## config.mk

```make
export PLATFORM = sky130hd
export DESIGN_NAME = pipe_hazard_ctrl
export DESIGN_NICKNAME = d
export VERILOG_FILES = /design/src/rtl/pipe_hazard_ctrl.sv
export SDC_FILE = /design/constraint.sdc
export NUM_CORES = 1
export LEC_CHECK = 0
export BUFFER_PORTS_ARGS = -buffer_cell sky130_fd_sc_hd__buf_2
export CORE_AREA = 2 2 66 68
export DETAILED_ROUTE_END_ITERATION = 12
export DIE_AREA = 0 0 68 70
export GPL_TIMING_DRIVEN = 1
export PLACE_DENSITY = 0.88
export SKIP_LAST_GASP = 1
export SLEW_MARGIN = 15
export SYNTH_ARGS = -nofsm -noshare
export SYNTH_HDL_FRONTEND = slang
export SYNTH_SLANG_ARGS = --single-unit
```

## constraint.sdc

```tcl
create_clock -name clk -period 3.25 [get_ports clk]
set_input_delay 0.65 -clock clk [delete_from_list [all_inputs] [get_ports clk]]
set_output_delay 0.65 -clock clk [all_outputs]
set_load 0.05 [all_outputs]
```

## src/rtl/pipe_hazard_ctrl.sv

```systemverilog
// Hazard control for a 5-stage pipeline: memory-wait stalls, load-use bubbles,
// branch flushes and operand forwarding selects, plus saturating event counters.
module pipe_hazard_ctrl (
  input  logic        clk,
  input  logic        rst,
  input  logic [4:0]  id_rs,
  input  logic [4:0]  id_rt,
  input  logic        id_use_rs,
  input  logic        id_use_rt,
  input  logic        ewreg,
  input  logic        em2reg,
  input  logic [4:0]  e_dst,
  input  logic        mwreg,
  input  logic [4:0]  m_dst,
  input  logic        e_branch_taken,
  input  logic        mem_req,
  input  logic        mem_ready,
  output logic        pc_wen,
  output logic        ifid_wen,
  output logic        ifid_flush,
  output logic        idexe_bubble,
  output logic        pipe_hold,
  output logic [1:0]  fwd_a,
  output logic [1:0]  fwd_b,
  output logic        busy,
  output logic [15:0] stall_cnt,
  output logic [15:0] flush_cnt
);

  typedef enum logic {RUN = 1'b0, MEM_WAIT = 1'b1} state_t;

  state_t state;
  logic   mem_stall;
  logic   load_use;
  logic   flush;
  logic   lu_stall;

  always_comb begin
    mem_stall = ((state == RUN) && mem_req && !mem_ready) ||
                ((state == MEM_WAIT) && !mem_ready);
    load_use  = ewreg && em2reg && (e_dst != 5'd0) &&
                ((id_use_rs && (e_dst == id_rs)) || (id_use_rt && (e_dst == id_rt)));
    // A frozen EXE stage holds the branch, so it is only acted on once the wait ends.
    flush     = e_branch_taken && !mem_stall;
    lu_stall  = load_use && !mem_stall && !e_branch_taken;
  end

  always_comb begin
    pc_wen       = 1'b0;
    ifid_wen     = 1'b0;
    ifid_flush   = 1'b0;
    idexe_bubble = 1'b0;
    pipe_hold    = 1'b0;
    fwd_a        = 2'b00;
    fwd_b        = 2'b00;
    busy         = 1'b0;
    if (!rst) begin
      busy = (state == MEM_WAIT);
      if (mem_stall) begin
        pipe_hold = 1'b1;
      end else if (flush) begin
        ifid_flush   = 1'b1;
        idexe_bubble = 1'b1;
        pc_wen       = 1'b1;
        ifid_wen     = 1'b1;
      end else if (lu_stall) begin
        idexe_bubble = 1'b1;
      end else begin
        pc_wen   = 1'b1;
        ifid_wen = 1'b1;
      end
      // EXE result is younger than MEM result, so it wins.
      if (ewreg && !em2reg && (e_dst != 5'd0) && (e_dst == id_rs)) fwd_a = 2'b01;
      else if (mwreg && (m_dst != 5'd0) && (m_dst == id_rs))       fwd_a = 2'b10;
      if (ewreg && !em2reg && (e_dst != 5'd0) && (e_dst == id_rt)) fwd_b = 2'b01;
      else if (mwreg && (m_dst != 5'd0) && (m_dst == id_rt))       fwd_b = 2'b10;
    end
  end

  always_ff @(posedge clk) begin
    if (rst) begin
      state     <= RUN;
      stall_cnt <= 16'd0;
      flush_cnt <= 16'd0;
    end else begin
      case (state)
        RUN:      if (mem_req && !mem_ready) state <= MEM_WAIT;
        MEM_WAIT: if (mem_ready) state <= RUN;
        default:  state <= RUN;
      endcase
      if ((mem_stall || lu_stall) && (stall_cnt != 16'hFFFF))
        stall_cnt <= stall_cnt + 16'd1;
      if (flush && (flush_cnt != 16'hFFFF))
        flush_cnt <= flush_cnt + 16'd1;
    end
  end

endmodule

```

==> flow_summary.toml, run 1 <==
[status]
outcome = "finished clean"

[floorplanning]
core_area_um2 = 4144
rows = 24
die_w_um = 68
ioPinCount = 72
die_h_um = 70
fp.dieArea_um2 = 4760
start_util = 0.4686

[synth]
synth_commonest_cells = "nor2_1, dfxtp_1, xor2_1"
synthTopCellsByArea = "dfxtp_1, xor2_1, nor2_1, xnor2_1, or4_1"
synth_cell_types = 40
ys_ff_latch = 33
synth_top_cell_by_area = "dfxtp_1"
synthCells = 239
synth_top_area_share = 0.3402
async_flop_share = 0
syn-cell-area_um2 = 1942
synth_edf_count = 0
ys_dominant_reg_cell = "dfxtp_1"
yosysMostFrequentCell = "nor2_1"
yosysSeqAreaShare = 0.3402
syn_avg_cell_area_um2 = 8.125
ys_warn_count = 0
synth_nets = 271

[routing]
num_vias = 1940
vias_per_cell = 5.257
firstDrtPassIters = 4
drc = 0
wl_per_cell_um = 12.99
drt_iter0_drc = 86
drt-total-wl_um = 4792
ant_nets = 0

[critical_path]
reg2regPathDepth = 8
critPathLaunchType = "primary input"
worst-path-max-fanout = 2
crit_type = "primary input to primary output"
crit_path_end_kind = "primary output"
required_ps = 2600
crit_arrival_ps = 2460

[timing]
hold_viol = 0
slew_viol_final = 0
worst_slew_pin_slew_ps = 711.3
worst_slack_ps = 139.0
min_period_ps = 3111
clock_skew_ps = 4.413
max_freq_mhz = 321.4
rsz0062_at_grt = "no"
setup_violations = 0
relSlewSlack = 0.5258
period_share = 0.9572

[clock_tree]
cts_tree = "yes"
cts_sinks = 33
cts.clk_slew.worst_paths_ps = 60
clk_path_buf_depth = 2
htree_levels = 2
numCtsBuffers = 5
cts-root-buf = "clkbuf_8"
insertion_delay_ps = 290
postCtsSetupRepairBufs = 0

[place]
numPortBuffers = 71
place_ws_ps = 31.86
gp_congestion = 0.9363
hpwlAfterDp_um = 3620
dpl-instance-area_um2 = 2389
dp_cells = 361

[global_route]
track_usage = 0.2054
gr-total-overflow = 0
grt_max_degree = 47
grt_pass1_vias = 1772
antenna_found_initial = 0
grt_pass1_wl_um = 7507

[min_path]
hold_depth = 2
worstHoldPathType = "flop to flop"

[power]
p_leak_nw = 1.107
p_int_uw = 652.6
p_comb_frac = 0.160
total_power_uw = 898.9
peakVddDrop_mv = 0.2488
clkPwrFrac = 0.378
seqPwrFrac = 0.462
powerDensity_nw_per_um2 = 359.9
swShare = 0.2740
switching_power_uw = 246.3

[layout]
syn_to_final_growth_pct = 28.61
fill_cells = 364
final_cell_area_um2 = 2497
n_antenna_cell = 0
nets = 348
layout-drive-gt1-share = 0.2965
stdcell_count = 369

[job]
maxCapViolCount = 0
layout by cell type (no fill, tap or decap), drive strengths merged, types with 3 or more instances in the layout:
cell and n:
buf 78, nor2 39, dfxtp 33, xor2 25, nand2 16, nand3 14
or4 10, a21oi 10, xnor2 9, nor2b 9, nand4 8, inv 7
clkbuf 7, nor3 7, o31ai 6, o21ai 6, and3 4, mux2 4
and2 3, a2111oi 3
sequential cells by signal, indices dropped and copies added (netlist names):
name,flops
flush_cnt,16
stall_cnt,16
state,1
layout make-up:
class	instances	area [um^2]	area share
Clock inverter	1	5.005	0.002004
Multi-Input combinational cell	191	1231	0.4930
Timing Repair Buffer	78	412.9	0.1653
Sequential cell	33	660.6	0.2645
Inverter	7	26.28	0.01052
Tap cell	52	65.06	0.02605
Clock buffer	7	96.34	0.03858
worst paths after layout:
path	startpoint	endpoint	slack, ps
max	e_dst[4]	pc_wen	140
min	stall_cnt[11]	stall_cnt[11]	500
max reg2reg	stall_cnt[0]	stall_cnt[1]	1050
min reg2reg	stall_cnt[11]	stall_cnt[11]	500
critical path, stage by stage:
cell and delay (ps):
buf_2 110, xor2_1 170, a2111oi_2 300, or3b_4 460, a2111oi_4 340, buf_4 180, nor3_2 40, buf_4 210
power groups by stage:
stage / clock network, mW / logic, mW / registers (mW)
3_3_place_gp: 0 / 0.139 / 0.424
4_1_cts: 0.352 / 0.143 / 0.415
5_1_grt: 0.371 / 0.156 / 0.416
2_1_floorplan: 0 / 0.0776 / 0.439
3_5_place_dp: 0 / 0.142 / 0.424
6_report: 0.339 / 0.144 / 0.415
metrics by stage:
stage	hold slack, ps	utilization	TNS (ps)
final	502.1	0.6027	0
after detailed placement	498.5	0.5764	0
after floorplan	530.4	-	-107.0
after CTS	507.2	0.6008	0
after global routing	537.1	0.6027	0
after global placement	473.5	0.5764	0
routing by layer:
| metal | part of all wire | track usage |
|---|---|---|
| met1 | 0.43 | 0.2305 |
| met2 | 0.49 | 0.3474 |
| met3 | 0.059 | 0.06119 |
| met4 | 0.020 | 0.09333 |
| met5 | 0 | 0 |
cells by family after synthesis:
kind of cell,share of synthesized area
AO/OA/AOI/OAI,0.1141
XOR/XNOR,0.1534
adder cells (fa/ha/maj),0.01288
buffers and inverters,0.03544
flip-flops,0.3402
multiplexers,0.02835
AND/OR/NAND/NOR,0.3157
what timing repair did:
item | in CTS | in global routing
hold buffers | 0 | 0
gates resized for setup | 0 | 5
setup endpoints to repair | 0 | 2
(Power assumes the default switching activity.)
==> run 2: changes to the inputs <==
CORE_AREA = 2 2 65 67   (was 2 2 66 68)
CTS_BUF_LIST = sky130_fd_sc_hd__clkbuf_2   (was unset)
DIE_AREA = 0 0 67 69   (was 0 0 68 70)
PLACE_DENSITY = 0.9   (was 0.88)
==> flow_summary.toml, run 2 (synthesis gave the netlist of run 1 again) <==
[status]
outcome = "finished clean"

[clock_tree]
cts_sinks = 33
numCtsBuffers = 5
postCtsSetupRepairBufs = 0
cts-root-buf = "clkbuf_2"
cts_hold_buf = 0
htree_levels = 2
cts.clk_slew.worst_paths_ps = 160
cts_tree = "yes"
insertion_delay_ps = 370
clk_path_buf_depth = 2

[global_route]
track_usage = 0.2092
grt_pass1_vias = 1784
grt_max_degree = 47
grt_pass1_wl_um = 7659
antenna_found_initial = 0
gr-total-overflow = 0

[timing]
relSlewSlack = 0.5221
max_freq_mhz = 318.2
period_share = 0.9670
setup_violations = 0
clock_skew_ps = 9.849
worst_slew_pin_slew_ps = 716.9
slew_viol_final = 0
min_period_ps = 3143
holdWs_ps = 500.6
rsz0062_at_grt = "no"
hold_viol = 0

[layout]
n_antenna_cell = 0
syn_to_final_growth_pct = 24.87
fin_util = 0.6196
nets = 346
layout_commonest_cell = "buf_2"
stdcell_count = 365
layout-drive-gt1-share = 0.2952
layout_common_cells = "buf_2, nor2_1, dfxtp_1"
final_cell_area_um2 = 2425
biggestRegsByFlops = "flush_cnt (16), stall_cnt (16), state (1)"

[floorplanning]
rows = 23
die_w_um = 67
fp.dieArea_um2 = 4623
ioPinCount = 72
core_area_um2 = 3914
die_h_um = 69
start_util = 0.4962

[critical_path]
path_cells = "buf_2 -> xor2_1 -> a2111oi_2 -> or3b_4 -> a211oi_1 -> nor2_1 -> nor3_2 -> buf_2"
critPathLaunchType = "primary input"
path_buf_inv = 2
crit_arrival_ps = 2490
crit_path_end_kind = "primary output"
max_stage_delay_ps = 450
required_ps = 2600
crit_family = "simple AND/OR/NAND/NOR gates"
r2r_start = "stall_cnt[6]"
crit_type = "primary input to primary output"
rr_endpoint = "stall_cnt[2]"
worst-path-max-fanout = 3
reg2regPathDepth = 8
rrSetupSlack_ps = 920
cp_common_cell = "buf_2"
critPathSlowestCell = "or3b_4"

[routing]
drc = 0
firstDrtPassIters = 5
num_vias = 1957
vias_per_cell = 5.362
wl_per_cell_um = 12.89
drt_iter0_drc = 106
ant_nets = 0
drt-total-wl_um = 4706

[place]
numPortBuffers = 71
dp_cells = 357
hpwlAfterDp_um = 3599
gp_congestion = 0.9605
dpl-instance-area_um2 = 2371

[power]
powerDensity_nw_per_um2 = 312.3
peakVddDrop_mv = 0.2079
total_power_uw = 757.2
p_leak_nw = 1.077

[min_path]
min-delay-start = "stall_cnt[11]"
hold_depth = 2
whs_endpoint = "stall_cnt[11]"
worstHoldPathType = "flop to flop"

[job]
maxCapViolCount = 0
-- run 2: cell count changes in the layout (fill, tap and decap cells not counted) --
| cell | change |
|---|---|
| buf_2 | -1 |
| clkbuf_4 | +1 |
| buf_4 | -2 |
| clkinv_2 | -1 |
| clkbuf_2 | +8 |
| clkbuf_8 | -7 |
| o21ai_2 | +1 |
| o21ai_1 | -1 |
-- run 2: stage by stage --
step / setup WS (ps) / TNS [ps]
3_5_place_dp: 31.31 / 0
3_3_place_gp: 56.29 / 0
5_1_grt: 8.143 / 0
4_1_cts: 30.98 / 0
6_report: 107.2 / 0
2_1_floorplan: -107.0 / -107.0
-- run 2: layout make-up --
type	instances	area (um^2)
clock buffer	8	40.04
timing repair buffer	76	400.4
tap	50	62.56
sequential	33	660.6
inverter	7	26.28
fill	376	1489
multi-input combinational	191	1235
-- run 2: worst max-delay path by stage --
stage | end | cells after the start | start
3_5_place_dp | ifid_wen | 8 | e_dst[4]
5_1_grt | idexe_bubble | 8 | e_dst[1]
2_1_floorplan | fwd_a[1] | 4 | e_dst[0]
3_3_place_gp | ifid_wen | 8 | e_dst[4]
6_report | idexe_bubble | 8 | e_dst[1]
4_1_cts | ifid_wen | 8 | e_dst[4]
-- run 2: what timing repair did --
item	4_1_cts	5_1_grt
endpoints found under the hold margin	0	0
setup endpoints to repair	0	3
resized for setup	0	7
-- run 2: metal layers --
metal | part of all wire | track usage
met1 | 0.43 | 0.2401
met2 | 0.52 | 0.3740
met3 | 0.041 | 0.04894
met4 | 0.0081 | 0.06122
met5 | 0 | 0
-- run 2: power breakdown --
part           total (mW)  internal (mW)  switching (mW)
clock network       0.198         0.0635           0.135
logic               0.143         0.0505          0.0927
registers           0.416          0.410         0.00588
total               0.757          0.524           0.233
-- run 2: worst reg2reg max path, stage by stage (launching register included) --
cell and delay, ps:
dfxtp_1 450, nand3_1 140, nor2_1 150, and3_1 260, nand2_1 90, o22ai_2 540
buf_4 270, nor2_1 50, mux2_1 300
